==> src/rtl/hazard_ctrl_pkg.sv <==
// Shared pipeline definitions: hazard FSM encoding and architectural register constants.
package hazard_ctrl_pkg;

  typedef enum logic [1:0] {
    ST_RUN    = 2'd0,
    ST_FREEZE = 2'd1,
    ST_HALT   = 2'd2
  } state_e;

  localparam logic [4:0] REG_X0 = 5'd0;

endpackage

==> src/rtl/hazard_ctrl_sat_counter.sv <==
// Saturating event counter: counts inc pulses and sticks at all-ones.
module sat_counter #(
  parameter int W = 16
) (
  input  logic         clk,
  input  logic         rst,
  input  logic         inc,
  output logic [W-1:0] count
);

  logic [W-1:0] count_q;
  logic [W-1:0] count_d;

  always_comb begin
    count_d = count_q;
    if (inc && (count_q != {W{1'b1}})) begin
      count_d = count_q + {{(W-1){1'b0}}, 1'b1};
    end
  end

  always_ff @(posedge clk) begin
    if (rst) begin
      count_q <= '0;
    end else begin
      count_q <= count_d;
    end
  end

  assign count = count_q;

endmodule

==> src/rtl/hazard_ctrl.sv <==
// Pipeline hazard controller: load-use stalls, branch flushes, memory freezes and halt,
// with saturating counters for each event type.
module hazard_ctrl
  import hazard_ctrl_pkg::*;
#(
  parameter int CNT_W = 16
) (
  input  logic             clk,
  input  logic             rst,
  input  logic [4:0]       id_rs1,
  input  logic [4:0]       id_rs2,
  input  logic             id_rs1_used,
  input  logic             id_rs2_used,
  input  logic [4:0]       ex_rd,
  input  logic             ex_mem_read,
  input  logic             ex_branch_taken,
  input  logic             dmem_busy,
  input  logic             wb_halt,
  output logic             pc_write,
  output logic             ifid_write,
  output logic             ifid_flush,
  output logic             hazard_ctrl_mux,
  output logic             pipe_en,
  output logic             halted,
  output logic [CNT_W-1:0] stall_cnt,
  output logic [CNT_W-1:0] flush_cnt,
  output logic [CNT_W-1:0] freeze_cnt
);

  state_e state_q;
  state_e state_d;
  logic   load_use;
  logic   run_mode;
  logic   stall_inc;
  logic   flush_inc;
  logic   freeze_inc;

  assign load_use = ex_mem_read && (ex_rd != REG_X0) &&
                    ((id_rs1_used && (id_rs1 == ex_rd)) ||
                     (id_rs2_used && (id_rs2 == ex_rd)));

  // The freeze exit cycle is evaluated with the full RUN priority chain.
  assign run_mode = (state_q != ST_HALT) && !((state_q != ST_RUN) && dmem_busy);

  always_comb begin
    pc_write        = 1'b1;
    ifid_write      = 1'b1;
    ifid_flush      = 1'b0;
    hazard_ctrl_mux = 1'b0;
    pipe_en         = 1'b1;
    state_d         = state_q;
    stall_inc       = 1'b0;
    flush_inc       = 1'b0;
    freeze_inc      = 1'b0;

    if (rst) begin
      state_d = ST_RUN;
    end else if (state_q == ST_HALT) begin
      pc_write   = 1'b0;
      ifid_write = 1'b0;
      pipe_en    = 1'b0;
    end else if (!run_mode) begin
      pc_write   = 1'b0;
      ifid_write = 1'b0;
      pipe_en    = 1'b0;
      freeze_inc = 1'b1;
      state_d    = ST_FREEZE;
    end else if (wb_halt) begin
      pc_write   = 1'b0;
      ifid_write = 1'b0;
      pipe_en    = 1'b0;
      state_d    = ST_HALT;
    end else if (dmem_busy) begin
      pc_write   = 1'b0;
      ifid_write = 1'b0;
      pipe_en    = 1'b0;
      freeze_inc = 1'b1;
      state_d    = ST_FREEZE;
    end else if (ex_branch_taken) begin
      // The flushed ID instruction makes any coincident load-use irrelevant.
      ifid_flush      = 1'b1;
      hazard_ctrl_mux = 1'b1;
      flush_inc       = 1'b1;
      state_d         = ST_RUN;
    end else if (load_use) begin
      pc_write        = 1'b0;
      ifid_write      = 1'b0;
      hazard_ctrl_mux = 1'b1;
      stall_inc       = 1'b1;
      state_d         = ST_RUN;
    end else begin
      state_d = ST_RUN;
    end
  end

  always_ff @(posedge clk) begin
    if (rst) begin
      state_q <= ST_RUN;
    end else begin
      state_q <= state_d;
    end
  end

  assign halted = (state_q == ST_HALT) && !rst;

  sat_counter #(.W(CNT_W)) u_stall_cnt (
    .clk   (clk),
    .rst   (rst),
    .inc   (stall_inc),
    .count (stall_cnt)
  );

  sat_counter #(.W(CNT_W)) u_flush_cnt (
    .clk   (clk),
    .rst   (rst),
    .inc   (flush_inc),
    .count (flush_cnt)
  );

  sat_counter #(.W(CNT_W)) u_freeze_cnt (
    .clk   (clk),
    .rst   (rst),
    .inc   (freeze_inc),
    .count (freeze_cnt)
  );

endmodule

==> config.mk <==
export PLATFORM = sky130hd
export DESIGN_NAME = hazard_ctrl
export DESIGN_NICKNAME = d
export VERILOG_FILES = /design/src/rtl/hazard_ctrl_pkg.sv /design/src/rtl/hazard_ctrl_sat_counter.sv /design/src/rtl/hazard_ctrl.sv
export SDC_FILE = /design/constraint.sdc
export NUM_CORES = 1
export LEC_CHECK = 0
export ABC_AREA = 1
export BUFFER_PORTS_ARGS = -buffer_cell sky130_fd_sc_hd__buf_4
export CAP_MARGIN = 5
export CORE_ASPECT_RATIO = 0.8
export CORE_MARGIN = 2
export CORE_UTILIZATION = 40
export CTS_CLUSTER_DIAMETER = 100
export DETAILED_ROUTE_END_ITERATION = 7
export GPL_ROUTABILITY_DRIVEN = 0
export REMOVE_ABC_BUFFERS = 1
export SYNTH_ARGS = -nofsm -noshare
export SYNTH_HDL_FRONTEND = slang
export SYNTH_SLANG_ARGS = --single-unit
==> constraint.sdc <==
create_clock -name clk -period 3.8 [get_ports clk]
set_input_delay 0.57 -clock clk [delete_from_list [all_inputs] [get_ports clk]]
set_output_delay 0.57 -clock clk [all_outputs]
set_load 0.02 [all_outputs]
# [After elaboration in Yosys (flattened, before gate mapping)]
# Index checks and enable logic that the tools add are counted.
# W data, S select, Z words.
[word_totals] output_inout_bits=54 reg_bits=50 word_cells=68
[classes] n_reduce_logical=15 add_sub_neg=3 muxes=39 eq_ne=7
[ops] operator="$add A16 B1 Y16 const B" count=3
[ops] operator="$ne A16 B16 Y1 const B" count=3
[ops] operator="$mux W1" count=37
[ops] operator="$eq A5 B5 Y1" count=2
[ops] operator="$logic_and A1 B1 Y1" count=10
[ops] operator="$reduce_bool A5 Y1" count=1
[ops] operator="$mux W2" count=2
[ops] operator="$eq A2 B2 Y1 const B" count=1
[ops] operator="$logic_not A1 Y1" count=2
[ops] operator="$ne A2 B2 Y1 const B" count=1
[ops] operator="$reduce_bool A2 Y1" count=1
[ops] operator="$logic_or A1 B1 Y1" count=1

# [Logic depth before layout (Yosys ltp)]
[depth] word_depth=12 depth_mapped=13 depth_no_buf=12

# [Hierarchy]
# Synthesis repeated with hierarchy kept, for this count alone.
[unflattened] hier_cells=538 hier_area_um2=3213.1
[modules_own_cells] module="sat_counter (u_flush_cnt ...)" n_inst=2 cells_each=149 seq_area_each_um2=320.3 area_each_um2=929.6
[modules_own_cells] module="sat_counter (u_stall_cnt)" n_inst=1 cells_each=158 seq_area_each_um2=320.3 area_each_um2=973.4
[modules_own_cells] module="hazard_ctrl" n_inst=1 cells_each=82 seq_area_each_um2=40.0 area_each_um2=380.4

# [Least setup slack after synthesis]
# Ideal clock, no wire load.
[synth_timing] path_type="input -> output" startpoint="input rst" endpoint="output pc_write" t_arrival_ns=1.440 setup_slack_ns=1.790 n_path_buf=2 stages=6 required_time_ns=3.230 cell_sequence="inv_2 > clkbuf_1 > nand2_1 > o21ai_0 > inv_1 > buf_4"
[synth_via] elab_chain_cells=1
[synth_lines] element="from (decl)" line="hazard_ctrl.sv:9" source="input logic rst,"
[synth_lines] element="$mux W1"
[synth_lines] element="to (decl)" line="hazard_ctrl.sv:19" source="output logic pc_write,"
# Every way passes these cells.

# [Final worst setup path]
[layout_timing] startpoint="input rst" endpoint="output pc_write"
[layout_via] elab_chain_cells=1
[layout_lines] element="$mux W1" line="hazard_ctrl.sv:56" source="if (rst) begin"
# Every way passes these cells.

==> summary.md <==
| Metric | Value |
|---|---|
| Int Pwr | `758.8 uW` |
| Post-CTS Setup Repair Bufs | `0` |
| Final period util | `a little under three fifths` |
| Residual DRC count | `0` |
| Vias/cell | `4.720` |
| Mapped cell area | `~2800 sq um` |
| Row count | `27` |
| Fmax | `459.8 MHz` |
| Clock power share | `between 30% and 40%` |
| CP startpoint kind | `primary input` |
| Final ANT Viol Nets | `0` |
| Critical path class | `primary input to primary output` |
| Mean Syn Cell Area | `6.356 sq um` |
| Antenna Cells | `0` |
| Port bufs | `76` |
| Crit Path Max Fanout | `38` |
| Vias in the first global route | `2453` |
| Final hold vios | `0` |
| Gate Count Post-Synth | `437` |
| Die area | `7631 sq um` |
| Cell with the most instances after synthesis | `nand2_1` |
| Slew headroom | `slightly above 70%` |
| DP Wirelength | `5031 microns` |
| TritonCTS clock tree | `built` |
| Status | `complete, no violations` |
| Largest net degree at the start of global routing | `39` |
| Slowest CP cell | `buf_4` |
| Num CTS Buffers | `5` |
| Die Width | `97.17 microns` |
| Leak | `0.001536 uW` |
| Async set or reset register ratio after synthesis | `0%` |
| Global Route Usage Sum | `17.99%` |
| Initial core utilization | `40.91%` |
| Synth warn | `0` |
| Arrival time of the worst setup path | `1600 ps` |
| Layout cells sized above 1 | `19.53%` |
| Cell mode on critical path | `buf_4` |
| Hold-fix buffers at CTS | `0` |
| Via Count | `2827` |
| WL per Instance | `11.12 microns` |
| MaxCap Viol Count | `0` |
| Post-synth top cells | `nand2_1 (112), nor2_1 (61), inv_1 (58)` |
| Antenna violations before repair | `0` |
| Crit end category | `primary output` |
| Area grow syn2layout | `25.90%` |
| Pre-Repair DR Iteration Count | `4` |
| Setup violations, final | `0` |
| Io pins | `77` |
| RSZ-0062 raised after global routing | `no` |
| Class of the worst hold path | `flip-flop to flip-flop` |
| Post-Layout Cell Count | `599` |
| GRT Residual Overflow | `0` |
| Main area contributors after synthesis | `dfxtp_1 (36%), nand2_1 (15%), nor2_1 (8.2%)` |
| Net Sw Frac | `22.57%` |
| Root Buffer | `clkbuf_8` |
| CTS clk-pin slew, worst paths | `90 ps` |
| Core area | `about 6800 sq um` |
| Post-synth top area share | `approximately 36%` |
| Post-synthesis sequential area ratio | `about 36%` |
| Latest clock arrival within the worst-skew pair | `roughly 300 ps` |
| Net Sw Power | `approximately 220 uW` |
| PostCTS Resize Cnt | `0` |
| Initial DRC Count | `133` |
| TritonCTS Sinks | `50` |
| Dpl cells | `591` |
| Pwr/cell area | `280.2 nW/um^2` |
| Die H | `between 70 and 80 microns` |
| Worst IR Drop VDD | `0.0001392 V` |
| Clock Path Buffers | `2` |
| Synthesized flop and latch total | `50` |
| Fin nets | `537` |
| Cell taking the most area after synthesis | `dfxtp_1` |
| Worst path max stage delay | `340 ps` |
| Final Skew | `5.534 ps` |
| Top FF cell, synth | `dfxtp_1` |
| Worst hold margin | `around 500 ps` |
| Worst Max-Slew Pin Slew | `~430 ps` |
| Gate power share | `8.6%` |
| Global-route wire length before repair | `11490 microns` |
| Post-synth EDFFs | `0` |
| Overall routed net length | `6660 microns` |
| Crit-path cells | `buf_4 -> inv_2 -> buf_4 -> nand2_1 -> o21ai_0 -> inv_1 -> buf_4` |
| Setup TNS Final | `0 ps` |
| Synth cell types | `28` |
| CP required | `3230 ps` |
| Min Tclk post-route | `2175 ps` |
| H-Tree Depth | `2` |
| Part of the power in registers | `53.9%` |
| Slew Viols, Final | `0` |
==> sequential cells by signal, summed over array words and instances, names as in the netlist <==
name,flops
state_q,2
u_flush_cnt.count,16
u_freeze_cnt.count,16
u_stall_cnt.count,16
==> area by class of cell <==
| class | instances | area, sq um |
|---|---|---|
| Tap cell | 87 | 108.9 |
| Inverter | 62 | 232.7 |
| Clock buffer | 7 | 76.32 |
| Multi-Input combinational cell | 314 | 1463 |
| Timing Repair Buffer | 78 | 585.6 |
| Sequential cell | 50 | 1001 |
| Fill cell | 699 | 3293 |
| Clock inverter | 1 | 30.03 |
==> cell families after synthesis <==
| group | Yosys count | synth area share, % |
|---|---|---|
| compound gates | 62 | 11.35 |
| xor+xnor | 7 | 2.207 |
| fa+ha+maj | 3 | 1.351 |
| buf+inv | 73 | 11.31 |
| flops | 50 | 36.04 |
| simple gates | 242 | 37.75 |
==> placed cells by master, fill, tap and decap left out <==
| cell | n |
|---|---|
| dfxtp_1 | 50 |
| nor2_2 | 3 |
| nor2_1 | 61 |
| nand2_1 | 112 |
| nor3_1 | 8 |
| bufinv_16 | 1 |
| or2_0 | 1 |
| a211oi_1 | 1 |
| xor2_1 | 6 |
| a21oi_1 | 39 |
| nor4_1 | 3 |
| ha_1 | 3 |
| clkbuf_8 | 5 |
| nand3_1 | 37 |
| nor2_4 | 1 |
| nand2_2 | 3 |
| nand3_2 | 1 |
| inv_2 | 4 |
| o21ai_1 | 1 |
| clkbuf_1 | 2 |
| nand4_1 | 6 |
| and3_1 | 2 |
| a31oi_1 | 2 |
| nor3_2 | 4 |
| xnor2_1 | 1 |
| buf_4 | 78 |
| o21ai_0 | 19 |
| inv_1 | 58 |
==> routing by layer <==
metal  vias to the layer above  global-route usage [%]  routed length [microns]  share of wire, %
li1                       1533                       -                        -                 -
met1                      1233                   25.94                     3424                51
met2                        55                   27.99                     2882                43
met3                         6                   3.384                      290               4.4
met4                         0                   3.944                       62              0.93
met5                         -                       0                        0                 0
==> path summary, 6_finish.rpt <==
kind / cells past startpoint / slack (ps) / end / startpoint
worst max-delay path: 7 / 1630 / pc_write / rst
worst min-delay path: 2 / 500 / u_flush_cnt.count[15] / u_flush_cnt.count[15]
worst max register to register: 11 / 1820 / u_stall_cnt.count[2] / u_stall_cnt.count[0]
worst min register to register: 2 / 500 / u_flush_cnt.count[15] / u_flush_cnt.count[15]
==> worst max-delay path, delay by kind of cell <==
kind,cells,cell delay (ps)
buffers and inverters,5,820
AND/OR/NAND/NOR,1,120
AO/OA/AOI/OAI,1,90
==> power by group through the flow <==
stage	clock network [uW]	logic, uW	registers, uW
4_1_cts	382	85.2	528
3_5_place_dp	0	85.1	540
6_report	367	84.5	528
3_3_place_gp	0	84.6	540
2_1_floorplan	0	43.0	542
5_1_grt	398	95.5	529
==> metrics by stage <==
step | setup slack, ps | util, % | instance area [sq um] | total power (uW)
after floorplan | 1610 | - | 2696 | 584.5
after global placement | 1618 | 49.94 | 3391 | 624.9
after detailed placement | 1613 | 49.94 | 3391 | 625.5
after CTS | 1613 | 51.50 | 3497 | 995.1
after global routing | 1462 | 51.50 | 3497 | 1023
final | 1625 | 51.50 | 3497 | 980.0
No activity file was read; power rests on OpenSTA's default activity.
